===== src/rtl/key_pkg.sv =====
// Shared types and default timing for the button conditioner (key_repeat_ctrl).
package key_pkg;

    typedef enum logic [2:0] {
        IDLE,
        PRESS_CHK,
        HELD,
        REPEAT,
        RELEASE_CHK
    } key_state_t;

    localparam int unsigned CLK_HZ   = 50_000_000;
    localparam int unsigned DEB_MS   = 20;
    localparam int unsigned DELAY_MS = 300;
    localparam int unsigned RATE_MS  = 50;
    localparam int unsigned LONG_MS  = 1000;

    function automatic int unsigned cycles_from_ms(input int unsigned ms);
        return (CLK_HZ / 1000) * ms;
    endfunction

endpackage


===== src/rtl/sync_2ff.sv =====
// 1-bit two-flop synchroniser; RST_VAL is the level both flops take on reset.
module sync_2ff #(
    parameter bit RST_VAL = 1'b0
) (
    input  logic clk,
    input  logic reset,
    input  logic d_i,
    output logic q_o
);

    logic s1_q;
    logic s2_q;

    always_ff @(posedge clk) begin
        if (reset) begin
            s1_q <= RST_VAL;
            s2_q <= RST_VAL;
        end else begin
            s1_q <= d_i;
            s2_q <= s1_q;
        end
    end

    assign q_o = s2_q;

endmodule


===== src/rtl/key_repeat_ctrl.sv =====
// Button conditioner: sync, debounce, press/release/step pulses with auto-repeat.
// Optional long-press pulse built only when KEY_LONG_PRESS_EN is defined.
module key_repeat_ctrl
    import key_pkg::*;
#(
    parameter int unsigned DEB_CYCLES   = cycles_from_ms(DEB_MS),
    parameter int unsigned DELAY_CYCLES = cycles_from_ms(DELAY_MS),
    parameter int unsigned RATE_CYCLES  = cycles_from_ms(RATE_MS),
    parameter int unsigned LONG_CYCLES  = cycles_from_ms(LONG_MS),
    parameter bit          ACTIVE_LOW   = 1'b1
) (
    input  logic clk,
    input  logic reset,
    input  logic key_in,
    output logic key_level,
    output logic key_press,
    output logic key_release,
    output logic key_step,
    output logic key_long
);

    localparam int unsigned MAX_DD = (DEB_CYCLES > DELAY_CYCLES) ? DEB_CYCLES : DELAY_CYCLES;
    localparam int unsigned MAX_DR = (MAX_DD > RATE_CYCLES) ? MAX_DD : RATE_CYCLES;
    localparam int unsigned MAXC   = (MAX_DR > LONG_CYCLES) ? MAX_DR : LONG_CYCLES;
    localparam int unsigned CW     = $clog2(MAXC) + 1;

    localparam logic [CW-1:0] DEB_LAST   = CW'(DEB_CYCLES - 1);
    localparam logic [CW-1:0] DELAY_LAST = CW'(DELAY_CYCLES - 1);
    localparam logic [CW-1:0] RATE_LAST  = CW'(RATE_CYCLES - 1);

    key_state_t    state_q, state_d;
    logic [CW-1:0] cnt_q, cnt_d;
    logic          level_q, level_d;
    logic          press_q, press_d;
    logic          release_q, release_d;
    logic          step_q, step_d;
    logic          key_sync;
    logic          pressed_s;

    sync_2ff #(
        .RST_VAL(ACTIVE_LOW)
    ) u_sync (
        .clk  (clk),
        .reset(reset),
        .d_i  (key_in),
        .q_o  (key_sync)
    );

    assign pressed_s = key_sync ^ ACTIVE_LOW;

    always_comb begin
        state_d   = state_q;
        cnt_d     = cnt_q;
        level_d   = level_q;
        press_d   = 1'b0;
        release_d = 1'b0;
        step_d    = 1'b0;
        case (state_q)
            IDLE: begin
                if (pressed_s) state_d = PRESS_CHK;
            end
            PRESS_CHK: begin
                if (!pressed_s) begin
                    state_d = IDLE;
                end else if (cnt_q == DEB_LAST) begin
                    state_d = HELD;
                    level_d = 1'b1;
                    press_d = 1'b1;
                    step_d  = 1'b1;
                end else begin
                    cnt_d = cnt_q + CW'(1);
                end
            end
            HELD: begin
                if (!pressed_s) begin
                    state_d = RELEASE_CHK;
                end else if (cnt_q == DELAY_LAST) begin
                    state_d = REPEAT;
                    step_d  = 1'b1;
                end else begin
                    cnt_d = cnt_q + CW'(1);
                end
            end
            REPEAT: begin
                if (!pressed_s) begin
                    state_d = RELEASE_CHK;
                end else if (cnt_q == RATE_LAST) begin
                    step_d = 1'b1;
                    cnt_d  = '0;
                end else begin
                    cnt_d = cnt_q + CW'(1);
                end
            end
            RELEASE_CHK: begin
                if (pressed_s) begin
                    state_d = HELD;
                end else if (cnt_q == DEB_LAST) begin
                    state_d   = IDLE;
                    level_d   = 1'b0;
                    release_d = 1'b1;
                end else begin
                    cnt_d = cnt_q + CW'(1);
                end
            end
            default: state_d = IDLE;
        endcase
        // Every transition restarts the shared counter for the next state's timing.
        if (state_d != state_q) cnt_d = '0;
    end

    always_ff @(posedge clk) begin
        if (reset) begin
            state_q   <= IDLE;
            cnt_q     <= '0;
            level_q   <= 1'b0;
            press_q   <= 1'b0;
            release_q <= 1'b0;
            step_q    <= 1'b0;
        end else begin
            state_q   <= state_d;
            cnt_q     <= cnt_d;
            level_q   <= level_d;
            press_q   <= press_d;
            release_q <= release_d;
            step_q    <= step_d;
        end
    end

    assign key_level   = level_q;
    assign key_press   = press_q;
    assign key_release = release_q;
    assign key_step    = step_q;

`ifdef KEY_LONG_PRESS_EN
    localparam int unsigned LW = $clog2(LONG_CYCLES) + 1;
    localparam logic [LW-1:0] LONG_LAST = LW'(LONG_CYCLES - 1);

    logic [LW-1:0] long_cnt_q;
    logic          long_armed_q;
    logic          long_q;

    // Armed by the press, disarmed after firing once; only a new press re-arms.
    always_ff @(posedge clk) begin
        if (reset) begin
            long_cnt_q   <= '0;
            long_armed_q <= 1'b0;
            long_q       <= 1'b0;
        end else begin
            long_q <= 1'b0;
            if (press_d) begin
                long_cnt_q   <= '0;
                long_armed_q <= 1'b1;
            end else if (release_d) begin
                long_armed_q <= 1'b0;
            end else if (level_q && long_armed_q) begin
                if (long_cnt_q == LONG_LAST) begin
                    long_q       <= 1'b1;
                    long_armed_q <= 1'b0;
                end else begin
                    long_cnt_q <= long_cnt_q + LW'(1);
                end
            end
        end
    end

    assign key_long = long_q;
`else
    assign key_long = 1'b0;
`endif

endmodule


===== config.mk =====
export PLATFORM = sky130hd
export DESIGN_NAME = key_repeat_ctrl
export DESIGN_NICKNAME = d
export VERILOG_FILES = /design/src/rtl/key_pkg.sv /design/src/rtl/sync_2ff.sv /design/src/rtl/key_repeat_ctrl.sv
export SDC_FILE = /design/constraint.sdc
export NUM_CORES = 1
export LEC_CHECK = 0
export ABC_AREA = 1
export BUFFER_PORTS_ARGS = -buffer_cell sky130_fd_sc_hd__buf_2
export CORE_MARGIN = 5
export CORE_UTILIZATION = 67
export DETAILED_ROUTE_END_ITERATION = 7
export PLACE_DENSITY_LB_ADDON = 0.15
export SLEW_MARGIN = 20
export SYNTH_ARGS = -nofsm -noshare
export SYNTH_HDL_FRONTEND = slang
export SYNTH_SLANG_ARGS = --single-unit

===== constraint.sdc =====
create_clock -name clk -period 5.6 [get_ports clk]
set_clock_uncertainty 0.15 [all_clocks]
set_input_delay 0.56 -clock clk [delete_from_list [all_inputs] [get_ports clk]]
set_output_delay 0.56 -clock clk [all_outputs]
set_load 0.03 [all_outputs]

### Word level (Yosys, flattened, before mapping)

Index checks and enable logic that the tools add are counted.
Widths: inputs -> output; s select.

* add/sub/neg operators: 1
* multipliers: 0
* divide/modulo/power cells: 0
* order comparisons: 0
* equality and inequality tests: 15
* shift-type cells: 0
* muxes and demuxes: 29
* bitwise operators: 3
* reductions and logical operators: 8

Operators by type and width (count)
* $mux 27: 7
* $pmux 27 s4: 1
* $add 27x1->27 const B: 1
* $eq 27x20->1 const B: 1
* $eq 27x22->1 const B: 1
* $eq 27x24->1 const B: 1
* $mux 3: 8
* $pmux 3 s5: 1
* $ne 2x2->1 const B: 6
* $mux 1: 10
* $eq 3x2->1 const B: 2
* $reduce_and 6->1: 1
* $reduce_and 5->1: 1
* $reduce_bool 4->1: 1
* $reduce_or 2->1: 2
* $eq 3x1->1 const B: 1
* $eq 3x3->1 const B: 1
* $logic_not 3->1: 1
* $ne 3x3->1: 1
* $not 1->1: 3
* $pmux 1 s3: 1
* $reduce_or 3->1: 1
* $ne 2x1->1 const B: 1
* $pmux 1 s2: 1
* $reduce_bool 2->1: 1

* register bits: 36
* bits in latches: 0
* RAM bits: 0
* ROM bits: 0
* input bits: 3
* output and inout port bits: 5
* word-level logic and storage cells: 64
* memories: 0

### Logic depth before layout (Yosys ltp)

Gate-level depths: netlist of run 1.

* depth in word-level cells: 6
* gate-level depth with buffers: 13
* gate-level depth less buffers: 12

### By module

Synthesis of run 1 repeated with hierarchy kept, for this count alone.

* cell total of the unflattened synthesis: 466
* area total of the unflattened synthesis: 2723.9 um2

Modules (own cells, without submodules)
* key_repeat_ctrl: times used 1, cells an instance 459, area an instance 2665.1 um2, seq. area each 680.7 um2
* sync_2ff: times used 1, cells an instance 7, area an instance 58.8 um2, seq. area each 40.0 um2

### Worst setup path after synthesis of run 1

OpenSTA, ideal clock, no wires.

* path kind: reg2reg
* start point: reg cnt_q[0]
* end point: reg cnt_q[0]
* library setup time: 0.116 ns
* arrival time: 1.658 ns
* data required time: 5.334 ns
* setup slack: 3.676 ns
* cell stages (with the launch flop): 12
* path buffers: 1
* period minus slack after synthesis: 1.924 ns
* path through: dfxtp_1 > ha_1 > nand3_2 > nor2_2 > nand2_1 > nand2_1 > nand3_2 > nand2_2 > nand2_2 > nand3_4 > buf_6 > nor2_2

* longest elaborated chain between the ends: 6
* elaborated cells on any way between the ends: 23
* those cells by class: 1 x add/sub; 5 x eq/ne; 15 x mux; 2 x reduce/logical

RTL lines
* start: declaration: RTL line key_repeat_ctrl.sv:32 `logic [CW-1:0] cnt_q, cnt_d;`
* start signal: assignment: RTL line key_repeat_ctrl.sv:121 `cnt_q <= cnt_d;`
* parallel branches: the longest is 6 deep, another holds $add 27x1->27

Several ways; the timed one is not identified. The select of a mux whose other input is x is not followed.
A chain may end at the register's enable or synchronous reset.

### Worst setup path after layout of run 1

* start point: reg cnt_q[0]
* end point: reg cnt_q[18]

Same word-level chain as after synthesis.

==> run_summary.xml, run 1 <==
<?xml version="1.0" encoding="UTF-8"?>
<metrics>
  <group name="cts">
    <metric name="clock_tree.root_cell" unit="">clkbuf_8</metric>
    <metric name="cts_buffers" unit="">5</metric>
    <metric name="post_cts_buffers" unit="">0</metric>
    <metric name="postCtsResizedCells" unit="">0</metric>
    <metric name="tritoncts_num_sinks" unit="">36</metric>
    <metric name="cts_buffer_depth" unit="">2</metric>
    <metric name="clkLatencyLatePin" unit="ns">0.29</metric>
    <metric name="holdBufCountCts" unit="">0</metric>
    <metric name="cts.clk_slew.worst_paths" unit="ns">0.07</metric>
    <metric name="tritoncts" unit="">done</metric>
    <metric name="htree_levels" unit="">2</metric>
  </group>
  <group name="synthesis">
    <metric name="synth_enable_flop_cells" unit="">0</metric>
    <metric name="synthTopCellsByArea" unit="">dfxtp_1 27%, nand2_1 19%, nor2_1 8.9%</metric>
    <metric name="synth_cells" unit="">447</metric>
    <metric name="netlist.area_leader.share" unit="%">27.0</metric>
    <metric name="synthDominantAreaCellType" unit="">dfxtp_1</metric>
    <metric name="yosys.cell_count.top_type" unit="">nand2_1</metric>
    <metric name="synth.cells.most_frequent" unit="">134 x nand2_1, 63 x nor2_1, 62 x inv_1, 36 x dfxtp_1, 24 x nor2_2</metric>
    <metric name="synth_async_sr_flop_share" unit="%">0</metric>
    <metric name="syn-num-nets" unit="">451</metric>
    <metric name="post_synth.cell_area_avg" unit="um2">5.96</metric>
    <metric name="synth.distinct_cells" unit="">33</metric>
    <metric name="synth.yosys.warnings" unit="">0</metric>
    <metric name="ys_ff_latch" unit="">36</metric>
    <metric name="synthesis.area" unit="um2">2670</metric>
    <metric name="ys.flop_type" unit="">dfxtp_1</metric>
    <metric name="synth-seq-area-share" unit="%">27.0</metric>
  </group>
  <group name="sta">
    <metric name="post-route-period-util" unit="%">47.3</metric>
    <metric name="achievable_freq" unit="MHz">377</metric>
    <metric name="final.setup.tns" unit="ns">0</metric>
    <metric name="slew_violations" unit="">0</metric>
    <metric name="worst_slew_pin_slew" unit="ns">0.791</metric>
    <metric name="max_slew_margin" unit="%">47.2</metric>
    <metric name="fin_ws" unit="ns">2.95</metric>
    <metric name="finalHoldWorstSlack" unit="ns">0.261</metric>
    <metric name="finalCriticalPeriod" unit="ns">2.65</metric>
    <metric name="timing.final.hold_violations" unit="">0</metric>
    <metric name="final_number_of_setup_violating_endpoints" unit="">0</metric>
    <metric name="rsz_0062_raised_after_global_routing" unit="">no</metric>
  </group>
  <group name="status">
    <metric name="outcome" unit="">completed</metric>
  </group>
  <group name="worst_setup_path">
    <metric name="chain_of_cells_forming_the_critical_path" unit="">ha_1 -&gt; nand3_2 -&gt; nor2_4 -&gt; nand3_2 -&gt; nand3_2 -&gt; inv_2 -&gt; nand2_1 -&gt; nand2_1 -&gt; inv_1 -&gt; nor2_2</metric>
    <metric name="timing.critical_path.from" unit="">cnt_q[0]$_SDFFE_PP0P_</metric>
    <metric name="critical_path.max_fanout" unit="">44</metric>
    <metric name="critPathKind" unit="">reg -&gt; reg</metric>
    <metric name="critical_path.reg2reg.startpoint" unit="">cnt_q[0]$_SDFFE_PP0P_</metric>
    <metric name="cp_common_cell" unit="">nand3_2</metric>
    <metric name="reg2reg_depth" unit="">10</metric>
    <metric name="reg2reg_slack" unit="ns">2.95</metric>
    <metric name="critPathMaxStageDelay" unit="ns">0.58</metric>
    <metric name="critical_path.startpoint_type" unit="">flip-flop</metric>
    <metric name="worst_setup_path_end_kind" unit="">flip-flop</metric>
    <metric name="timing.critical_path.buf_inv" unit="">2</metric>
    <metric name="critical_path.reg2reg.endpoint" unit="">cnt_q[18]$_SDFFE_PP0P_</metric>
    <metric name="critical_path_depth" unit="">10</metric>
    <metric name="cp_required" unit="ns">5.63</metric>
    <metric name="cp-endpoint" unit="">cnt_q[18]$_SDFFE_PP0P_</metric>
    <metric name="crit_arrival" unit="ns">2.68</metric>
    <metric name="kind_of_cell_adding_the_most_delay_to_the_critical_path" unit="">simple AND/OR/NAND/NOR gates</metric>
    <metric name="critPathSlowestCell" unit="">nand3_2</metric>
  </group>
  <group name="power_and_ir_drop">
    <metric name="ir_worst_vdd" unit="mV">0.113</metric>
    <metric name="power.density_cell_area" unit="nW/um2">170</metric>
    <metric name="total_power" unit="mW">0.473</metric>
    <metric name="static-leakage-power" unit="nW">0.976</metric>
  </group>
  <group name="global_routing">
    <metric name="grt_start_max_net_pins" unit="">45</metric>
    <metric name="grt_overflow" unit="">0</metric>
    <metric name="antenna_found_initial" unit="">0</metric>
    <metric name="globalRouteTotalUtil" unit="%">27.8</metric>
    <metric name="grt_pass1_wl" unit="um">11600</metric>
    <metric name="vias_in_the_first_global_route" unit="">2584</metric>
  </group>
  <group name="floorplanning">
    <metric name="die_h" unit="um">73.1</metric>
    <metric name="placementRows" unit="">23</metric>
    <metric name="io_pins" unit="">8</metric>
    <metric name="die_x" unit="um">73.1</metric>
    <metric name="initial_utilization" unit="%">68.1</metric>
    <metric name="dieArea" unit="um2">5340</metric>
    <metric name="placeableCoreArea" unit="um2">3910</metric>
  </group>
  <group name="place">
    <metric name="place_hpwl" unit="um">5280</metric>
    <metric name="placed_cells" unit="">493</metric>
    <metric name="place_ws" unit="ns">2.98</metric>
    <metric name="placement.cell_area" unit="um2">2680</metric>
    <metric name="port-buffer-count" unit="">6</metric>
    <metric name="gp_routability_congestion" unit="">0.986</metric>
  </group>
  <group name="layout">
    <metric name="fillers" unit="">363</metric>
    <metric name="layout-drive-gt1-share" unit="%">12.0</metric>
    <metric name="num_antenna_cells" unit="">0</metric>
    <metric name="syn_to_final_growth" unit="%">4.18</metric>
    <metric name="fin_nets" unit="">454</metric>
    <metric name="fin_cells" unit="">501</metric>
    <metric name="final_cell_area" unit="um2">2780</metric>
    <metric name="post-route-util" unit="%">70.9</metric>
  </group>
  <group name="routing">
    <metric name="drt-total-wl" unit="um">6780</metric>
    <metric name="route.detailed.drc" unit="">0</metric>
    <metric name="router_iterations_before_antenna_repair" unit="">5</metric>
    <metric name="detail_route.iter0.violations" unit="">351</metric>
    <metric name="via_count" unit="">2706</metric>
    <metric name="avgViaCountPerCell" unit="">5.40</metric>
    <metric name="detail_route.wl_per_cell" unit="um">13.5</metric>
    <metric name="route.antenna.remaining_nets" unit="">0</metric>
  </group>
  <group name="min_path">
    <metric name="worst_hold_path.num_cells" unit="">1</metric>
    <metric name="min_path_type" unit="">reg -&gt; reg</metric>
  </group>
  <group name="job">
    <metric name="cap_viol_max_count" unit="">0</metric>
  </group>
</metrics>
## layer usage
layer	global-route usage [%]	share of wire, %
met1	36.6	46
met2	42.9	44
met5	0	0
met3	7.58	7.4
met4	10.7	2.8
## state kept, by name (all words and copies together) (netlist names)
signal and count:
cnt_q 27, state_q 3, key_level 1, key_press 1, key_release 1, key_step 1, u_sync.q_o 1, u_sync.s1_q 1
## where the power goes
group / leakage (nW) / total (mW) / switching, mW / internal, mW
Clock: 0.0510 / 0.194 / 0.0956 / 0.0982
Combinational: 0.635 / 0.0203 / 0.0158 / 0.00452
Sequential: 0.290 / 0.259 / 0.00174 / 0.257
Total: 0.976 / 0.473 / 0.113 / 0.360
## layout make-up
cell class                      instances  area (um2)  share of cell area [%]
Multi-Input combinational cell        337        1630                    58.7
Sequential cell                        36         721                    26.0
Inverter                               64         240                    8.65
Clock buffer                            6        82.6                    2.97
Tap cell                               50        62.6                    2.25
Timing Repair Buffer                    6        30.0                    1.08
Clock inverter                          2        10.0                   0.361
## worst min-delay path by stage
| stage | start | endpoint | slack [ns] |
|---|---|---|---|
| after floorplan | u_sync.s1_q$_SDFF_PP1_ | u_sync.q_o$_SDFF_PP1_ | 0.24 |
| after global placement | u_sync.s1_q$_SDFF_PP1_ | u_sync.q_o$_SDFF_PP1_ | 0.24 |
| after detailed placement | u_sync.s1_q$_SDFF_PP1_ | u_sync.q_o$_SDFF_PP1_ | 0.24 |
| after CTS | u_sync.s1_q$_SDFF_PP1_ | u_sync.q_o$_SDFF_PP1_ | 0.26 |
| after global routing | u_sync.s1_q$_SDFF_PP1_ | u_sync.q_o$_SDFF_PP1_ | 0.28 |
| final | u_sync.s1_q$_SDFF_PP1_ | u_sync.q_o$_SDFF_PP1_ | 0.26 |
## layout by cell type (no fill, tap or decap), types with 2 or more instances in the layout
cell      netlist  routed
o21ai_1         5       5
inv_1          62      62
nand3_2         5       5
or2_2           2       2
xor2_1         18      18
nand2_2         4       4
clkinv_2        0       2
nand3b_1        2       2
buf_2           2       6
clkbuf_8        0       6
nor2_4          2       2
o21ai_0        16      16
dfxtp_1        36      36
nand2_1       134     134
xnor2_1         2       2
nor2_1         63      63
nor4_1          3       3
nor3_1          9       9
a21oi_1        20      20
nand3_1        19      19
nor2_2         24      24
## cell families (layout without fill, tap and decap cells)
logic type / after synthesis / after routing / synth area share (%)
AO/OA/AOI/OAI: 44 / 44 / 8.55
XOR/XNOR: 20 / 20 / 6.57
adder cells (fa/ha/maj): 1 / 1 / 0.469
buffers and inverters: 74 / 78 / 11.8
flip-flops: 36 / 36 / 27.0
other: 1 / 1 / 0.141
AND/OR/NAND/NOR: 271 / 271 / 45.4
Note: power is estimated with default switching activity, not from simulation.
==> run 2, diff against run 1 <==
--- a/config.mk
+++ b/config.mk
@@ -8,7 +8,7 @@
 export ABC_AREA = 1
 export BUFFER_PORTS_ARGS = -buffer_cell sky130_fd_sc_hd__buf_2
 export CORE_MARGIN = 5
-export CORE_UTILIZATION = 67
+export CORE_UTILIZATION = 62
 export DETAILED_ROUTE_END_ITERATION = 7
 export PLACE_DENSITY_LB_ADDON = 0.15
 export SLEW_MARGIN = 20
==> constraint.sdc (replaced) <==
create_clock -name clk -period 2.7 [get_ports clk]
set_clock_uncertainty 0.15 [all_clocks]
set_input_delay 0.27 -clock clk [delete_from_list [all_inputs] [get_ports clk]]
set_output_delay 0.27 -clock clk [all_outputs]
set_load 0.03 [all_outputs]
==> run_summary.xml, run 2 (synthesis results as in run 1) <==
<?xml version="1.0" encoding="UTF-8"?>
<metrics>
  <group name="layout">
    <metric name="layout-drive-gt1-share" unit="%">12.1</metric>
    <metric name="regMostFlops" unit="">cnt_q</metric>
    <metric name="num_antenna_cells" unit="">0</metric>
    <metric name="fin_cells" unit="">503</metric>
    <metric name="top_regs" unit="">cnt_q (27), state_q (3)</metric>
    <metric name="syn_to_final_growth" unit="%">4.79</metric>
    <metric name="largest_reg_flops" unit="">27</metric>
    <metric name="mostFrequentLayoutCell" unit="">nand2_1</metric>
    <metric name="fin_nets" unit="">456</metric>
    <metric name="fillers" unit="">420</metric>
    <metric name="most-common-layout-cells" unit="">134 x nand2_1, 63 x nor2_1, 62 x inv_1</metric>
  </group>
  <group name="worst_setup_path">
    <metric name="crit_arrival" unit="ns">2.43</metric>
    <metric name="cp_required" unit="ns">2.77</metric>
    <metric name="worst_setup_path_end_kind" unit="">flip-flop</metric>
    <metric name="critical_path.startpoint_type" unit="">flip-flop</metric>
    <metric name="reg2reg_slack" unit="ns">0.34</metric>
    <metric name="critPathKind" unit="">reg -&gt; reg</metric>
    <metric name="critical_path.max_fanout" unit="">21</metric>
  </group>
  <group name="status">
    <metric name="outcome" unit="">finished, violations left</metric>
    <metric name="violations" unit="">DRC</metric>
  </group>
  <group name="min_path">
    <metric name="min_path_type" unit="">in -&gt; reg</metric>
  </group>
  <group name="power_and_ir_drop">
    <metric name="power.density_cell_area" unit="nW/um2">348</metric>
    <metric name="p_sw" unit="mW">0.222</metric>
    <metric name="intPower" unit="mW">0.751</metric>
    <metric name="netSwitchingFraction" unit="%">22.8</metric>
    <metric name="seqPwrFrac" unit="%">55.2</metric>
    <metric name="ir_worst_vdd" unit="mV">0.262</metric>
    <metric name="power.clock.fraction" unit="%">40.5</metric>
    <metric name="static-leakage-power" unit="nW">0.978</metric>
    <metric name="share_comb_of_total_power" unit="%">4.4</metric>
  </group>
  <group name="sta">
    <metric name="slew_violations" unit="">0</metric>
    <metric name="rsz_0062_raised_after_global_routing" unit="">no</metric>
    <metric name="post-route-period-util" unit="%">87.5</metric>
    <metric name="final_number_of_setup_violating_endpoints" unit="">0</metric>
    <metric name="finalHoldWorstSlack" unit="ns">0.0167</metric>
    <metric name="fin_ws" unit="ns">0.336</metric>
    <metric name="finalCriticalPeriod" unit="ns">2.36</metric>
    <metric name="final.setup.tns" unit="ns">0</metric>
    <metric name="timing.final.hold_violations" unit="">0</metric>
    <metric name="achievable_freq" unit="MHz">423</metric>
  </group>
  <group name="cts">
    <metric name="cts_buffers" unit="">5</metric>
    <metric name="htree_levels" unit="">2</metric>
    <metric name="clock_tree.root_cell" unit="">clkbuf_8</metric>
    <metric name="post_cts_buffers" unit="">0</metric>
    <metric name="tritoncts" unit="">done</metric>
    <metric name="cts.clk_slew.worst_paths" unit="ns">0.07</metric>
    <metric name="cts_buffer_depth" unit="">2</metric>
    <metric name="clkLatencyLatePin" unit="ns">0.29</metric>
    <metric name="postCtsResizedCells" unit="">0</metric>
    <metric name="holdBufCountCts" unit="">0</metric>
    <metric name="tritoncts_num_sinks" unit="">36</metric>
  </group>
  <group name="place">
    <metric name="place_hpwl" unit="um">5110</metric>
    <metric name="place_ws" unit="ns">0.349</metric>
    <metric name="port-buffer-count" unit="">6</metric>
    <metric name="gp_routability_congestion" unit="">0.928</metric>
    <metric name="placed_cells" unit="">495</metric>
  </group>
  <group name="routing">
    <metric name="route.antenna.remaining_nets" unit="">0</metric>
    <metric name="route.detailed.drc" unit="">2</metric>
    <metric name="detail_route.wl_per_cell" unit="um">12.8</metric>
    <metric name="drt-total-wl" unit="um">6420</metric>
    <metric name="via_count" unit="">2680</metric>
    <metric name="avgViaCountPerCell" unit="">5.33</metric>
    <metric name="router_iterations_before_antenna_repair" unit="">8</metric>
    <metric name="detail_route.iter0.violations" unit="">275</metric>
  </group>
  <group name="floorplanning">
    <metric name="placementRows" unit="">23</metric>
    <metric name="die_h" unit="um">75.6</metric>
    <metric name="dieArea" unit="um2">5710</metric>
    <metric name="die_x" unit="um">75.6</metric>
    <metric name="initial_utilization" unit="%">65.2</metric>
    <metric name="io_pins" unit="">8</metric>
    <metric name="placeableCoreArea" unit="um2">4090</metric>
  </group>
  <group name="global_routing">
    <metric name="globalRouteTotalUtil" unit="%">26.0</metric>
    <metric name="antenna_found_initial" unit="">0</metric>
    <metric name="vias_in_the_first_global_route" unit="">2478</metric>
    <metric name="grt_overflow" unit="">0</metric>
    <metric name="grt_start_max_net_pins" unit="">28</metric>
    <metric name="grt_pass1_wl" unit="um">11300</metric>
  </group>
  <group name="job">
    <metric name="cap_viol_max_count" unit="">0</metric>
  </group>
</metrics>
run 2: changes by cell type in the layout (fill, tap and decap cells not counted):
cell / previous run / this run
clkbuf_1: 0 / 1
clkinv_2: 2 / 0
buf_4: 0 / 2
clkinvlp_4: 0 / 1
run 2: power groups by stage:
| stage | clock network (mW) | logic (mW) | registers [mW] |
|---|---|---|---|
| 3_5_place_dp | 0 | 0.0433 | 0.549 |
| 4_1_cts | 0.404 | 0.0434 | 0.536 |
| 3_3_place_gp | 0 | 0.0430 | 0.549 |
| 5_1_grt | 0.436 | 0.0484 | 0.537 |
| 2_1_floorplan | 0 | 0.0413 | 0.547 |
| 6_report | 0.394 | 0.0428 | 0.537 |
run 2: final timing paths:
path | start | to | depth (start not counted)
setup / recovery | cnt_q[0]$_SDFFE_PP0P_ | cnt_q[2]$_SDFFE_PP0P_ | 10
hold / removal | key_in | u_sync.s1_q$_SDFF_PP1_ | 2
setup reg to reg | cnt_q[0]$_SDFFE_PP0P_ | cnt_q[2]$_SDFFE_PP0P_ | 10
hold reg to reg | u_sync.s1_q$_SDFF_PP1_ | u_sync.q_o$_SDFF_PP1_ | 1
run 2: critical path: stages (launching register included):
cell and delay, ns:
dfxtp_1 0.41, ha_1 0.29, nand3_2 0.23, nor2_4 0.19, nand3_2 0.13, nand3_2 0.32, buf_4 0.27, nand2_1 0.06
o21ai_0 0.08, inv_1 0.07, nor2_2 0.09
run 2: routing by layer:
layer	vias to the layer above	global-route usage (%)	wire, um
li1	1385	-	-
met1	1175	35.5	3030
met2	99	39.1	2780
met3	21	7.26	480
met4	0	9.32	135
met5	-	0	0
run 2: cell type report:
type | instances | area, um2 | area share [%]
sequential | 36 | 721 | 25.8
timing repair buffer | 8 | 45.0 | 1.61
tap | 50 | 62.6 | 2.24
inverter | 64 | 240 | 8.60
clock inverter | 1 | 7.51 | 0.269
clock buffer | 7 | 86.3 | 3.09
multi-input combinational | 337 | 1630 | 58.4
run 2: through the flow:
step | total power [mW] | util, % | cell area, um2
6_report | 0.973 | 68.3 | 2790
5_1_grt | 1.02 | 68.3 | 2790
4_1_cts | 0.984 | 68.3 | 2790
3_5_place_dp | 0.592 | 66.0 | 2700
3_3_place_gp | 0.592 | 66.0 | 2700
2_1_floorplan | 0.589 | - | 2670
